`config.mk`:
```
export PLATFORM = sky130hd
export DESIGN_NAME = mm_sched_ctrl
export DESIGN_NICKNAME = d
export VERILOG_FILES = /design/src/rtl/mm_sched_ctrl.sv
export SDC_FILE = /design/constraint.sdc
export NUM_CORES = 1
export LEC_CHECK = 0
export ABC_AREA = 1
export CAP_MARGIN = 20
export CORE_ASPECT_RATIO = 2
export CORE_MARGIN = 10
export CORE_UTILIZATION = 50
export CTS_BUF_LIST = sky130_fd_sc_hd__clkbuf_16
export CTS_CLUSTER_SIZE = 16
export DETAILED_ROUTE_END_ITERATION = 8
export HOLD_SLACK_MARGIN = 0.15
export PLACE_DENSITY_LB_ADDON = 0.12
export RECOVER_POWER = 25
export SLEW_MARGIN = 20
export SYNTH_ARGS = -nofsm -noshare
export SYNTH_HDL_FRONTEND = slang
export SYNTH_SLANG_ARGS = --single-unit
export TNS_END_PERCENT = 30
```
`constraint.sdc`:
```
create_clock -name clk -period 5.7 [get_ports clk]
set_input_delay 0.57 -clock clk [delete_from_list [all_inputs] [get_ports clk]]
set_output_delay 0.57 -clock clk [all_outputs]
set_load 0.01 [all_outputs]
```
`src/rtl/mm_sched_ctrl.sv`:
```
// mm_sched_ctrl: round-robin two-port matching-store scheduler emitting fire/bypass/overflow tokens
//   clk, rst_n                 clock, async active-low master reset
//   in{0,1}_valid/ready        token handshake (ready combinational, only in IDLE)
//   in{0,1}_mf/key/data        match flag, match key, operand
//   flush                      clear all entries (IDLE only, beats requests)
//   out_valid/ready            output token handshake
//   out_kind/src/key           0 bypass, 1 fire, 2 overflow; arriving port and key
//   out_data_a/out_data_b      stored operand (fire, else 0) / arriving operand
//   occ, full, ovf_cnt         valid-entry count, store full, saturating overflow count
module mm_sched_ctrl #(
  parameter int ENTRIES = 20,
  parameter int KEY_W   = 8,
  parameter int DATA_W  = 16,
  localparam int IW = ENTRIES > 1 ? $clog2(ENTRIES) : 1,
  localparam int OW = $clog2(ENTRIES + 1)
) (
  input  logic              clk,
  input  logic              rst_n,
  input  logic              in0_valid,
  output logic              in0_ready,
  input  logic              in0_mf,
  input  logic [KEY_W-1:0]  in0_key,
  input  logic [DATA_W-1:0] in0_data,
  input  logic              in1_valid,
  output logic              in1_ready,
  input  logic              in1_mf,
  input  logic [KEY_W-1:0]  in1_key,
  input  logic [DATA_W-1:0] in1_data,
  input  logic              flush,
  output logic              out_valid,
  input  logic              out_ready,
  output logic [1:0]        out_kind,
  output logic              out_src,
  output logic [KEY_W-1:0]  out_key,
  output logic [DATA_W-1:0] out_data_a,
  output logic [DATA_W-1:0] out_data_b,
  output logic [OW-1:0]     occ,
  output logic              full,
  output logic [7:0]        ovf_cnt
);
  typedef enum logic [1:0] {IDLE, MATCH, EMIT} state_t;
  state_t state, state_d;
  logic [ENTRIES-1:0] valid;
  logic [KEY_W-1:0] key_mem [ENTRIES];
  logic [DATA_W-1:0] data_mem [ENTRIES];
  logic rr;
  logic tok_mf, tok_src;
  logic [KEY_W-1:0] tok_key;
  logic [DATA_W-1:0] tok_data;
  logic any_hit, any_free;
  logic [IW-1:0] hit_idx, free_idx;
  logic store;
  // rr=0 gives port 0 priority when both request
  assign in0_ready = state == IDLE && !flush && in0_valid && (!in1_valid || !rr);
  assign in1_ready = state == IDLE && !flush && in1_valid && (!in0_valid || rr);
  assign full = occ == OW'(ENTRIES);
  assign store = state == MATCH && tok_mf && !any_hit && !full;
  // descending scans leave the lowest matching index
  always_comb begin
    any_hit = 1'b0;
    any_free = 1'b0;
    hit_idx = '0;
    free_idx = '0;
    for (int i = ENTRIES - 1; i >= 0; i--) begin
      if (valid[i] && key_mem[i] == tok_key) begin
        any_hit = 1'b1;
        hit_idx = IW'(i);
      end
      if (!valid[i]) begin
        any_free = 1'b1;
        free_idx = IW'(i);
      end
    end
  end
  always_comb begin
    state_d = state;
    case (state)
      IDLE:    state_d = in0_ready || in1_ready ? MATCH : IDLE;
      MATCH:   state_d = !tok_mf || any_hit || full ? EMIT : IDLE;
      EMIT:    state_d = out_ready ? IDLE : EMIT;
      default: state_d = IDLE;
    endcase
  end
  always_ff @(posedge clk or negedge rst_n)
    if (!rst_n) state <= IDLE;
    else state <= state_d;
  always_ff @(posedge clk or negedge rst_n) begin
    if (!rst_n) begin
      valid <= '0;
      occ <= '0;
      ovf_cnt <= '0;
      rr <= 1'b0;
      tok_mf <= 1'b0;
      tok_src <= 1'b0;
      tok_key <= '0;
      tok_data <= '0;
      out_valid <= 1'b0;
      out_kind <= 2'd0;
      out_src <= 1'b0;
      out_key <= '0;
      out_data_a <= '0;
      out_data_b <= '0;
    end else begin
      if (state == IDLE && flush) begin
        valid <= '0;
        occ <= '0;
      end
      if (in0_ready || in1_ready) begin
        tok_src <= in1_ready;
        tok_mf <= in1_ready ? in1_mf : in0_mf;
        tok_key <= in1_ready ? in1_key : in0_key;
        tok_data <= in1_ready ? in1_data : in0_data;
        rr <= in0_ready;
      end
      if (state == MATCH) begin
        out_src <= tok_src;
        out_key <= tok_key;
        out_data_b <= tok_data;
        out_data_a <= '0;
        if (!tok_mf) begin
          out_kind <= 2'd0;
          out_valid <= 1'b1;
        end else if (any_hit) begin
          valid[hit_idx] <= 1'b0;
          occ <= occ - OW'(1);
          out_data_a <= data_mem[hit_idx];
          out_kind <= 2'd1;
          out_valid <= 1'b1;
        end else if (!full) begin
          valid[free_idx] <= 1'b1;
          occ <= occ + OW'(1);
        end else begin
          out_kind <= 2'd2;
          out_valid <= 1'b1;
          ovf_cnt <= &ovf_cnt ? ovf_cnt : ovf_cnt + 8'd1;
        end
      end
      if (state == EMIT && out_ready) out_valid <= 1'b0;
    end
  end
  // key/data payload needs no reset: VALID alone qualifies every entry
  always_ff @(posedge clk)
    if (store) begin
      key_mem[free_idx] <= tok_key;
      data_mem[free_idx] <= tok_data;
    end
endmodule

```
# Word level (Yosys, flattened, before mapping)
# Memories as Yosys holds them, arrays and structs flattened.
# Cells that the tools add are included.
# totals
n_memories,2
wordCells,197
mem_bits_rw,480
regBits,106
# classes
n_addsub,3
reduce_logical,50
eq_ne,25
muxes,93
order_cmp,4
bitwise_logic,5
# mem_list
name,depth,word_bits,read_ports,rd_clocked_by_memory_dff,write_ports,line,text
data_mem,20,16,1,0,1,45,logic [DATA_W-1:0] data_mem [ENTRIES];
key_mem,20,8,20,0,1,44,logic [KEY_W-1:0] key_mem [ENTRIES];
# op_table
cell,count
5-bit two-way mux,45
8-bit == test,20
20-bit two-way mux,5
16-bit two-way mux,3
1-bit logical AND,32
1-bit two-way mux,31
20-bit bitwise AND,1
20-bit NOT,1
20-bit bitwise OR,1
"5-bit by 6-bit less-than comparator with 1-bit output, second input constant",2
1-bit demux with 5-bit select,2
"5-bit by 1-bit greater-or-equal comparator with 1-bit output, second input constant",2
2-bit two-way mux,5
"8-bit by 1-bit adder with 8-bit output, second input constant",1
8-bit two-way mux,1
8-bit AND reduction,1
1-bit logical NOT,7
2-bit one-hot mux with 3 select lines,1
"5-bit by 1-bit adder with 5-bit output, second input constant",1
"5-bit == test, second input constant",1
1-bit logical OR,5
5-bit AND reduction,1
"5-bit by 1-bit subtractor with 5-bit output, second input constant",1
"4-bit by 2-bit != test with 1-bit output, second input constant",1
7 further kinds,9

# Depth between registers and ports, before layout
# Gate-level depths: netlist of run 1.
# depth
word_depth,31
ltp_mapped,37
ltp_nobuf,35

# Worst setup path after synthesis of run 1
# OpenSTA, ideal clock, no wires.
# synth_path
kind,reg-to-reg
from,register tok_key[0]
to,"memory data_mem[6][0], enable pin"
t_required_ns,5.294
arrival_ns,3.666
path_stages_with_launch,18
path_slack_ns,1.628
synth_period_minus_slack_ns,4.072
cell_sequence,dfrtp_1 buf_4 inv_4 buf_4 buf_6 buf_6 or2_2 nand3_1 a211oi_1 nand3_1 nand3_1 nor2_1 nand2_2 inv_2 nand3_1 nor2_2 nand4_1 nor2_1
# synth_between
elab_chain_cells,27
# synth_lines
element,line,text
"start, declared",48,logic [KEY_W-1:0] tok_key;
"start signal, assigned",111,tok_key <= in1_ready ? in1_key : in0_key;
8-bit == test,65,if (valid[i] && key_mem[i] == tok_key) begin
1-bit logical AND,65,
1-bit two-way mux (19 in series),65,
1-bit two-way mux (*),65,
1-bit logical NOT (*),57,assign store = state == MATCH && tok_mf && !any_hit && !full;
1-bit logical AND (*) (2 in series),57,
1-bit two-way mux (*),143,if (store) begin
1-bit two-way mux (implied by the code) (*),145,data_mem[free_idx] <= tok_data;
"end, declared",45,
# Mark *: on every way between the ends. The rest lies on a longest branch, timed or not.

# Final worst setup path of run 1
# layout_path
from,register tok_key[6]
to,register out_data_a[12]
# layout_between
elab_chain_cells,25
# layout_lines
element,line,text
8-bit == test,65,
1-bit logical AND,65,
5-bit two-way mux (20 in series),65,
memory read 20 x 16 bit,n/a,
16-bit two-way mux (*),123,end else if (any_hit) begin
16-bit two-way mux (*),120,if (!tok_mf) begin
"end signal, assigned",126,out_data_a <= data_mem[hit_idx];
"end, declared",35,"output logic [DATA_W-1:0] out_data_a,"
# Marks and branches as above.
# A chain may end at the register's enable or synchronous reset.

==> results of run 1 <==
==> final timing paths <==
path	cells past startpoint	endpoint	startpoint
max	31	out_data_a[12]$_DFFE_PN0P_	tok_key[6]$_DFFE_PN0P_
min	2	out_data_a[6]$_DFFE_PN0P_	out_data_a[6]$_DFFE_PN0P_
max reg2reg	31	out_data_a[12]$_DFFE_PN0P_	tok_key[6]$_DFFE_PN0P_
min reg2reg	2	out_data_a[6]$_DFFE_PN0P_	out_data_a[6]$_DFFE_PN0P_
max in group asynchronous	3	ovf_cnt[5]$_DFFE_PN0P_	rst_n
min in group asynchronous	2	tok_data[1]$_DFFE_PN0P_	rst_n
==> logic make-up (layout without fill, tap and decap cells) <==
logic type               after synthesis  after routing  share of synthesized area
AND/OR/NAND/NOR                     1279           1279                      0.208
XOR/XNOR                              65             65                     0.0215
adder cells (fa/ha/maj)                3              3                    0.00141
buffers and inverters                441            584                     0.0700
AO/OA/AOI/OAI                        251            251                     0.0551
other                                  0              2                          0
multiplexers                           1              1                   0.000424
flip-flops                           586            586                      0.643
==> stage by stage <==
step	instances	cell area, sq um
4_1_cts	3434	30000
3_3_place_gp	3340	28400
5_1_grt	3436	30000
2_1_floorplan	2626	26500
6_report	3436	30000
3_5_place_dp	3340	28400
==> critical path: cells and delay by family (launching register included) <==
family                 cells  cell delay [ns]
AND/OR/NAND/NOR           28             3.03
flip-flops                 1             0.84
XOR/XNOR                   1             0.20
buffers and inverters      2             0.61
==> registers in the layout (all words and copies together) (netlist names) <==
register	count
data_mem	320
key_mem	160
valid	20
out_data_a	16
out_data_b	16
tok_data	16
out_key	8
ovf_cnt	8
tok_key	8
occ	5
out_kind	2
state	2
out_src	1
out_valid	1
rr	1
tok_mf	1
tok_src	1
==> cell type report <==
type / count / area, sq um / area share
multi-input cells: 1599 / 7700 / 0.256
clock buffers: 53 / 1330 / 0.0442
inverters: 329 / 1240 / 0.0412
repair buffers: 162 / 1600 / 0.0534
well taps: 665 / 832 / 0.0277
diodes: 2 / 5.00 / 0.000167
clock inverters: 40 / 256 / 0.00854
flip-flops and latches: 586 / 17100 / 0.568
==> where the power goes <==
group	switching, W	internal, W	total (W)
registers	0.000561	0.00537	0.00593
clock network	0.00155	0.00181	0.00336
logic	0.00145	0.000691	0.00214
==> metal layers <==
layer	track usage	wire length (um)
met5	0	0
met4	0.127	4090
met3	0.0257	2980
met2	0.437	40800
met1	0.239	25800
==> cell usage in the layout (no fill, tap or decap), types with 50 or more instances in the layout <==
cell type        Yosys  final
dfrtp_1            106    106
nand3_1             68     68
clkdlybuf4s50_1      0    114
nand3b_1           104    104
edfxtp_1           480    480
nand2_1            823    823
inv_1              313    320
o21ai_0            117    117
clkbuf_16            0     53
o22ai_1             50     50
nor2_1             184    163
==> out/metrics.yaml, run 1 <==
timing:
  slew_violations: 0
  rsz0062_at_grt: "no"
  setup-violations-final: 0
  fin_tns_setup_ns: 0
  worst_slack_ns: 0.785
  clock.fmax_ghz: 0.203
  fin_crit_sh: 0.862
  slew_headroom: 0.324
  hold_viol: 0
  finClkSkew_ns: 0.0243
  whs_ns: 0.490
  finalCriticalPeriod_ns: 4.91
  worst_pin_slew_ns: 1.01
logic_synthesis:
  syn_inst: 2626
  synth_ff_type: "edfxtp_1"
  syn_area_per_cell_sq_um: 10.1
  yosysWarnings: 0
  synth_area_leader_cell: "edfxtp_1"
  synth-edff-count: 480
  seq_area_frac_synth: 0.643
  netlist_area_sq_um: 26500
  ys_ff_latch: 586
  ys_async_sr_fraction: 0.181
  syn-num-nets: 2685
  synth_top_area_frac: 0.543
  synth_common_cells: "823 x nand2_1, 480 x edfxtp_1, 313 x inv_1"
  yosysMostFrequentCell: "nand2_1"
  synthTopCellsByArea: "edfxtp_1 54%, nand2_1 12%, dfrtp_1 10%, inv_1 4.4%, nand3b_1 2.9%"
  ys_types: 53
clock_tree:
  clockBufferDepth: 3
  postCtsSetupRepairBufs: 0
  ctsHtreeMaxLevel: 2
  cts_buffers: 50
  cts_root_buf: "clkbuf_16"
  ctsHoldBuffers: 1
  cts_resized: 0
  cts_tree: "built"
  clk_pin_slew_ns: 0.07
  clock_sinks: 586
  clk_latency_ns: 0.60
setup_path:
  endpoint_kind: "flop"
  cpPeakStageDelay_ns: 0.84
  r2r_slack_ns: 0.79
  crit_top_cell: "nand2_1"
  critPathKind: "flop to flop"
  crit_fanout: 87
  crit_slowest_cell: "dfrtp_1"
  cp-start-kind: "flop"
  arrival_ns: 5.39
  required_ns: 6.18
run_status:
  outcome: "finished clean"
grt:
  grt_usage: 0.231
  grt_pass1_wl_mm: 112
  grt_max_degree: 88
  grt_overflow: 0
  grt_pass1_vias: 19100
  antenna_found_initial: 2
placement:
  dp_hpwl_mm: 48.2
  gp_congestion: 0.889
  place.port_buffers: 115
  place_ws_ns: 1.15
routing:
  vias: 18700
  vias_per_cell: 5.46
  ant_nets: 0
  routed_wl_mm: 73.7
  routedWlPerCell_um: 21.4
  drtPass1Iterations: 6
  drc: 0
  drtIter0Drc: 1403
pwr:
  power.density_nw_per_um2: 381
  peakVddDrop_mv: 0.602
  leakage_nw: 12.6
  total_power_w: 0.0114
layout:
  nFillCells: 4555
  area_growth_syn_to_layout_pct: 13.2
  layout.nets: 2787
  layout-drive-gt1-share: 0.0690
  final_core_util: 0.571
die:
  die_height_um: 346
  core_area_sq_um: 52600
  start_util: 0.505
  ios: 116
  die-area_sq_um: 63200
  rows: 119
  die_w_um: 183
min_path:
  min_path_type: "flop to flop"
flow_run:
  cap_violations: 0
Power figures use the tool's default switching activity.
==> run 2, diff against run 1 <==
Settings changed: REMOVE_ABC_BUFFERS set to 1.
==> out/metrics.yaml, run 2 (same netlist as run 1, synthesis figures left out) <==
timing:
  slew_violations: 44
  setup-violations-final: 0
  finalCriticalPeriod_ns: 5.06
  whs_ns: 0.477
  rsz0062_at_grt: "no"
  slew_headroom: -0.862
  worst_pin_slew_ns: 2.79
  fin_crit_sh: 0.887
  hold_viol: 0
  clock.fmax_ghz: 0.198
  finClkSkew_ns: 0.0276
clock_tree:
  clockBufferDepth: 3
  clk_latency_ns: 0.60
  cts_tree: "built"
  clock_sinks: 586
  cts_root_buf: "clkbuf_16"
  postCtsSetupRepairBufs: 0
  clk_pin_slew_ns: 0.06
  cts_buffers: 52
  ctsHtreeMaxLevel: 2
setup_path:
  cp-start-kind: "flop"
  required_ns: 5.97
  critPathKind: "flop to flop"
  crit_fanout: 32
  arrival_ns: 5.33
  endpoint_kind: "flop"
die:
  core_area_sq_um: 52600
  rows: 119
  ios: 116
  die-area_sq_um: 63200
  start_util: 0.505
  die_w_um: 183
  die_height_um: 346
run_status:
  outcome: "finished, violations left"
  violations: "max-capacitance violations, max-slew violations"
placement:
  gp_congestion: 0.947
  place.port_buffers: 115
  dp_hpwl_mm: 48.7
grt:
  grt_max_degree: 111
  grt_pass1_vias: 19600
  grt_pass1_wl_mm: 114
  grt_usage: 0.235
  grt_overflow: 0
  antenna_found_initial: 1
routing:
  routed_wl_mm: 75.4
  drc: 0
  routedWlPerCell_um: 21.9
  vias_per_cell: 5.52
  drtPass1Iterations: 5
  vias: 19000
  ant_nets: 0
  drtIter0Drc: 1602
flow_run:
  cap_violations: 1
layout:
  layout-drive-gt1-share: 0.0710
  layout.nets: 2795
  largestRegisters: "data_mem x320, key_mem x160, valid x20"
  largest_register: "data_mem"
  area_growth_syn_to_layout_pct: 13.4
  largest_reg_flops: 320
  final_core_util: 0.573
  final_cell_mix: "822 x nand2_1, 480 x edfxtp_1, 322 x inv_1"
  final_common_cell: "nand2_1"
pwr:
  power.density_nw_per_um2: 382
  total_power_w: 0.0115
  peakVddDrop_mv: 0.418
  leakage_nw: 12.7
min_path:
  min_path_type: "flop to flop"
==> run 2: changes by cell type in the layout (fill, tap and decap cells not counted), moves of 2 or more <==
cell,delta
clkinv_1,-3
bufinv_16,+2
clkinvlp_4,-2
inv_1,+2
buf_4,+6
==> run 2: layout make-up <==
cell class                 instances  area, sq um
fill                            4477        22500
sequential                       586        17100
multi-input combinational       1599         7700
timing repair buffer             168         1630
clock buffer                      53         1330
inverter                         329         1240
tap                              665          832
clock inverter                    40          305
antenna                            1         2.50
==> run 2: metal layers <==
metal	routed length (um)	up-vias	global-route usage
met4	4420	0	0.135
met1	26500	9345	0.242
met3	3550	200	0.0334
met2	40900	580	0.439
li1	-	8877	-
met5	0	-	0
==> run 2: worst paths after layout <==
check | start | depth (start not counted) | endpoint | slack, ns
worst max-delay path | tok_key[5]$_DFFE_PN0P_ | 16 | data_mem[16][7]$_DFFE_PP_ | 0.64
worst max register to register | tok_key[5]$_DFFE_PN0P_ | 16 | data_mem[16][7]$_DFFE_PP_ | 0.64
max in group asynchronous | rst_n | 3 | ovf_cnt[4]$_DFFE_PN0P_ | 2.17
min in group asynchronous | rst_n | 2 | out_data_b[1]$_DFFE_PN0P_ | 1.42
worst min-delay path | out_kind[0]$_DFFE_PN0P_ | 2 | out_kind[0]$_DFFE_PN0P_ | 0.48
worst min register to register | out_kind[0]$_DFFE_PN0P_ | 2 | out_kind[0]$_DFFE_PN0P_ | 0.48
==> run 2: repair_timing <==
item / in CTS / in global routing
endpoints found under the hold margin: 42 / 0
gates resized for setup: 0 / 0
hold buffers: 1 / 0
==> run 2: worst max-delay path, cell delays in order, from the launching register on <==
cell,delay [ns]
dfrtp_1,0.38
inv_2,0.50
nand2_1,0.09
o21ai_0,0.11
a221oi_1,0.08
nand4_1,0.16
nor2_1,0.07
nor2_1,0.25
nand2_1,0.09
nor2_1,0.41
nand2_2,0.26
inv_2,0.14
nand3_1,0.16
nor2_2,0.39
nand2_1,0.30
nor2_2,0.90
buf_4,0.40
==> run 2: where the power goes <==
part | leakage [nW] | total, W | switching (W) | internal [W]
Clock | 0.840 | 0.00346 | 0.00156 | 0.00191
Sequential | 5.74 | 0.00587 | 0.000495 | 0.00537
Combinational | 6.10 | 0.00216 | 0.00146 | 0.000701
==> run 2: per-stage QoR <==
stage | std cells | worst slack, ns | setup TNS [ns] | cell area, sq um
2_1_floorplan | 2514 | -2.04 | -234.59 | 25900
3_3_place_gp | 3346 | 0.700 | 0 | 28500
3_5_place_dp | 3346 | 0.701 | 0 | 28500
4_1_cts | 3440 | 0.656 | 0 | 30100
5_1_grt | 3441 | 0.322 | 0 | 30100
6_report | 3441 | 0.642 | 0 | 30100
==> run 3, diff against run 2 <==
Settings changed: CORE_ASPECT_RATIO 2 to 0.5.
==> out/metrics.yaml, run 3 (same netlist as run 1, synthesis figures left out) <==
timing:
  slew_headroom: 0.224
  finClkSkew_ns: 0.0187
  clock.fmax_ghz: 0.209
  rsz0062_at_grt: "no"
  finalCriticalPeriod_ns: 4.78
  whs_ns: 0.479
  slew_violations: 0
  worst_pin_slew_ns: 1.16
  fin_crit_sh: 0.838
  hold_viol: 0
  setup-violations-final: 0
clock_tree:
  clockBufferDepth: 3
  cts_tree: "built"
  cts_root_buf: "clkbuf_16"
  cts_buffers: 53
  clock_sinks: 586
  clk_pin_slew_ns: 0.08
  postCtsSetupRepairBufs: 0
  ctsHtreeMaxLevel: 2
  clk_latency_ns: 0.61
die:
  die-area_sq_um: 63200
  die_height_um: 183
  start_util: 0.508
  rows: 59
  ios: 116
  core_area_sq_um: 52200
  die_w_um: 346
placement:
  place.port_buffers: 115
  gp_congestion: 0.848
  dp_hpwl_mm: 41.1
setup_path:
  cpPeakStageDelay_ns: 0.88
  crit_fanout: 60
  crit_slowest_cell: "dfrtp_1"
  cp-start-kind: "flop"
  required_ns: 6.19
  critPathKind: "flop to flop"
  arrival_ns: 5.27
  crit_top_cell: "nand2_1"
  endpoint_kind: "flop"
layout:
  largest_reg_flops: 320
  largest_register: "data_mem"
  nFillCells: 4368
  layout-drive-gt1-share: 0.0724
  final_core_util: 0.582
  seq_area_sq_um: 17100
  multiInputGateArea_sq_um: 7760
  final_cell_mix: "822 x nand2_1, 480 x edfxtp_1, 323 x inv_1"
  area_growth_syn_to_layout_pct: 14.5
  n_antenna_cell: 0
  layout.nets: 2792
  largestRegisters: "data_mem x320, key_mem x160, valid x20"
  final_common_cell: "nand2_1"
routing:
  routed_wl_mm: 69.5
  ant_nets: 0
  routedWlPerCell_um: 20.0
  vias: 18500
  drc: 0
  vias_per_cell: 5.33
  drtIter0Drc: 1885
  drtPass1Iterations: 7
grt:
  grt_pass1_vias: 17300
  grt_max_degree: 113
  grt_overflow: 0
  antenna_found_initial: 3
  grt_pass1_wl_mm: 105
  grt_usage: 0.214
min_path:
  min_path_type: "flop to flop"
pwr:
  peakVddDrop_mv: 0.274
  power.density_nw_per_um2: 388
  leakage_nw: 12.8
flow_run:
  cap_violations: 0
run_status:
  outcome: "finished clean"
-- run 3: cell types whose count changed in the layout (fill, tap and decap cells not counted), sizes merged --
cell / before / now
clkinvlp: 2 / 3
buf: 52 / 48
clkbuf: 54 / 61
bufinv: 5 / 7
clkinv: 22 / 14
inv: 340 / 343
diode: 1 / 0
-- run 3: repair_timing --
item / in CTS / in global routing
hold endpoints to repair: 50 / 0
resized for setup: 0 / 0
hold buffers: 1 / 0
-- run 3: worst paths after layout --
path | start | end | slack, ns | cells past startpoint
worst max-delay path | tok_key[6]$_DFFE_PN0P_ | out_data_a[11]$_DFFE_PN0P_ | 0.92 | 35
min in group asynchronous | rst_n | out_data_a[8]$_DFFE_PN0P_ | 0.61 | 2
max in group asynchronous | rst_n | out_key[1]$_DFFE_PN0P_ | 3.80 | 3
worst min-delay path | out_data_a[14]$_DFFE_PN0P_ | out_data_a[14]$_DFFE_PN0P_ | 0.48 | 2
worst min register to register | out_data_a[14]$_DFFE_PN0P_ | out_data_a[14]$_DFFE_PN0P_ | 0.48 | 2
worst max register to register | tok_key[6]$_DFFE_PN0P_ | out_data_a[11]$_DFFE_PN0P_ | 0.92 | 35
-- run 3: report_power, final --
| part | switching, W | internal, W |
|---|---|---|
| Sequential | 0.000454 | 0.00537 |
| Combinational | 0.00143 | 0.000694 |
| Clock | 0.00163 | 0.00220 |
-- run 3: critical path: cells and delay by family, from the launching register on --
family | cells | cell delay [ns]
buf+inv | 3 | 1.42
simple gates | 32 | 2.25
flops | 1 | 0.88
-- run 3: routing by layer --
metal  track usage  routed length (um)  vias to the layer above
met5             0                  13                        -
met4        0.0489                1390                        2
met3        0.0364                5550                      103
met2         0.333               31100                      614
met1         0.310               31400                     8936
li1              -                   -                     8894
-- run 3: per-stage QoR --
stage	worst slack [ns]	instance area (sq um)	setup TNS, ns	total power (W)	instances
2_1_floorplan	-2.04	25900	-234.59	0.00694	2514
3_3_place_gp	1.08	28500	0	0.00802	3378
3_5_place_dp	1.13	28500	0	0.00806	3378
4_1_cts	1.08	30400	0	0.0119	3477
5_1_grt	0.416	30400	0	0.0123	3477
6_report	0.923	30400	0	0.0118	3477
-- run 3: layout make-up --
class,count,area share
well taps,701,0.0289
clock buffers,60,0.0494
repair buffers,164,0.0519
inverters,329,0.0407
clock inverters,38,0.0119
flip-flops and latches,586,0.562
multi-input cells,1599,0.255
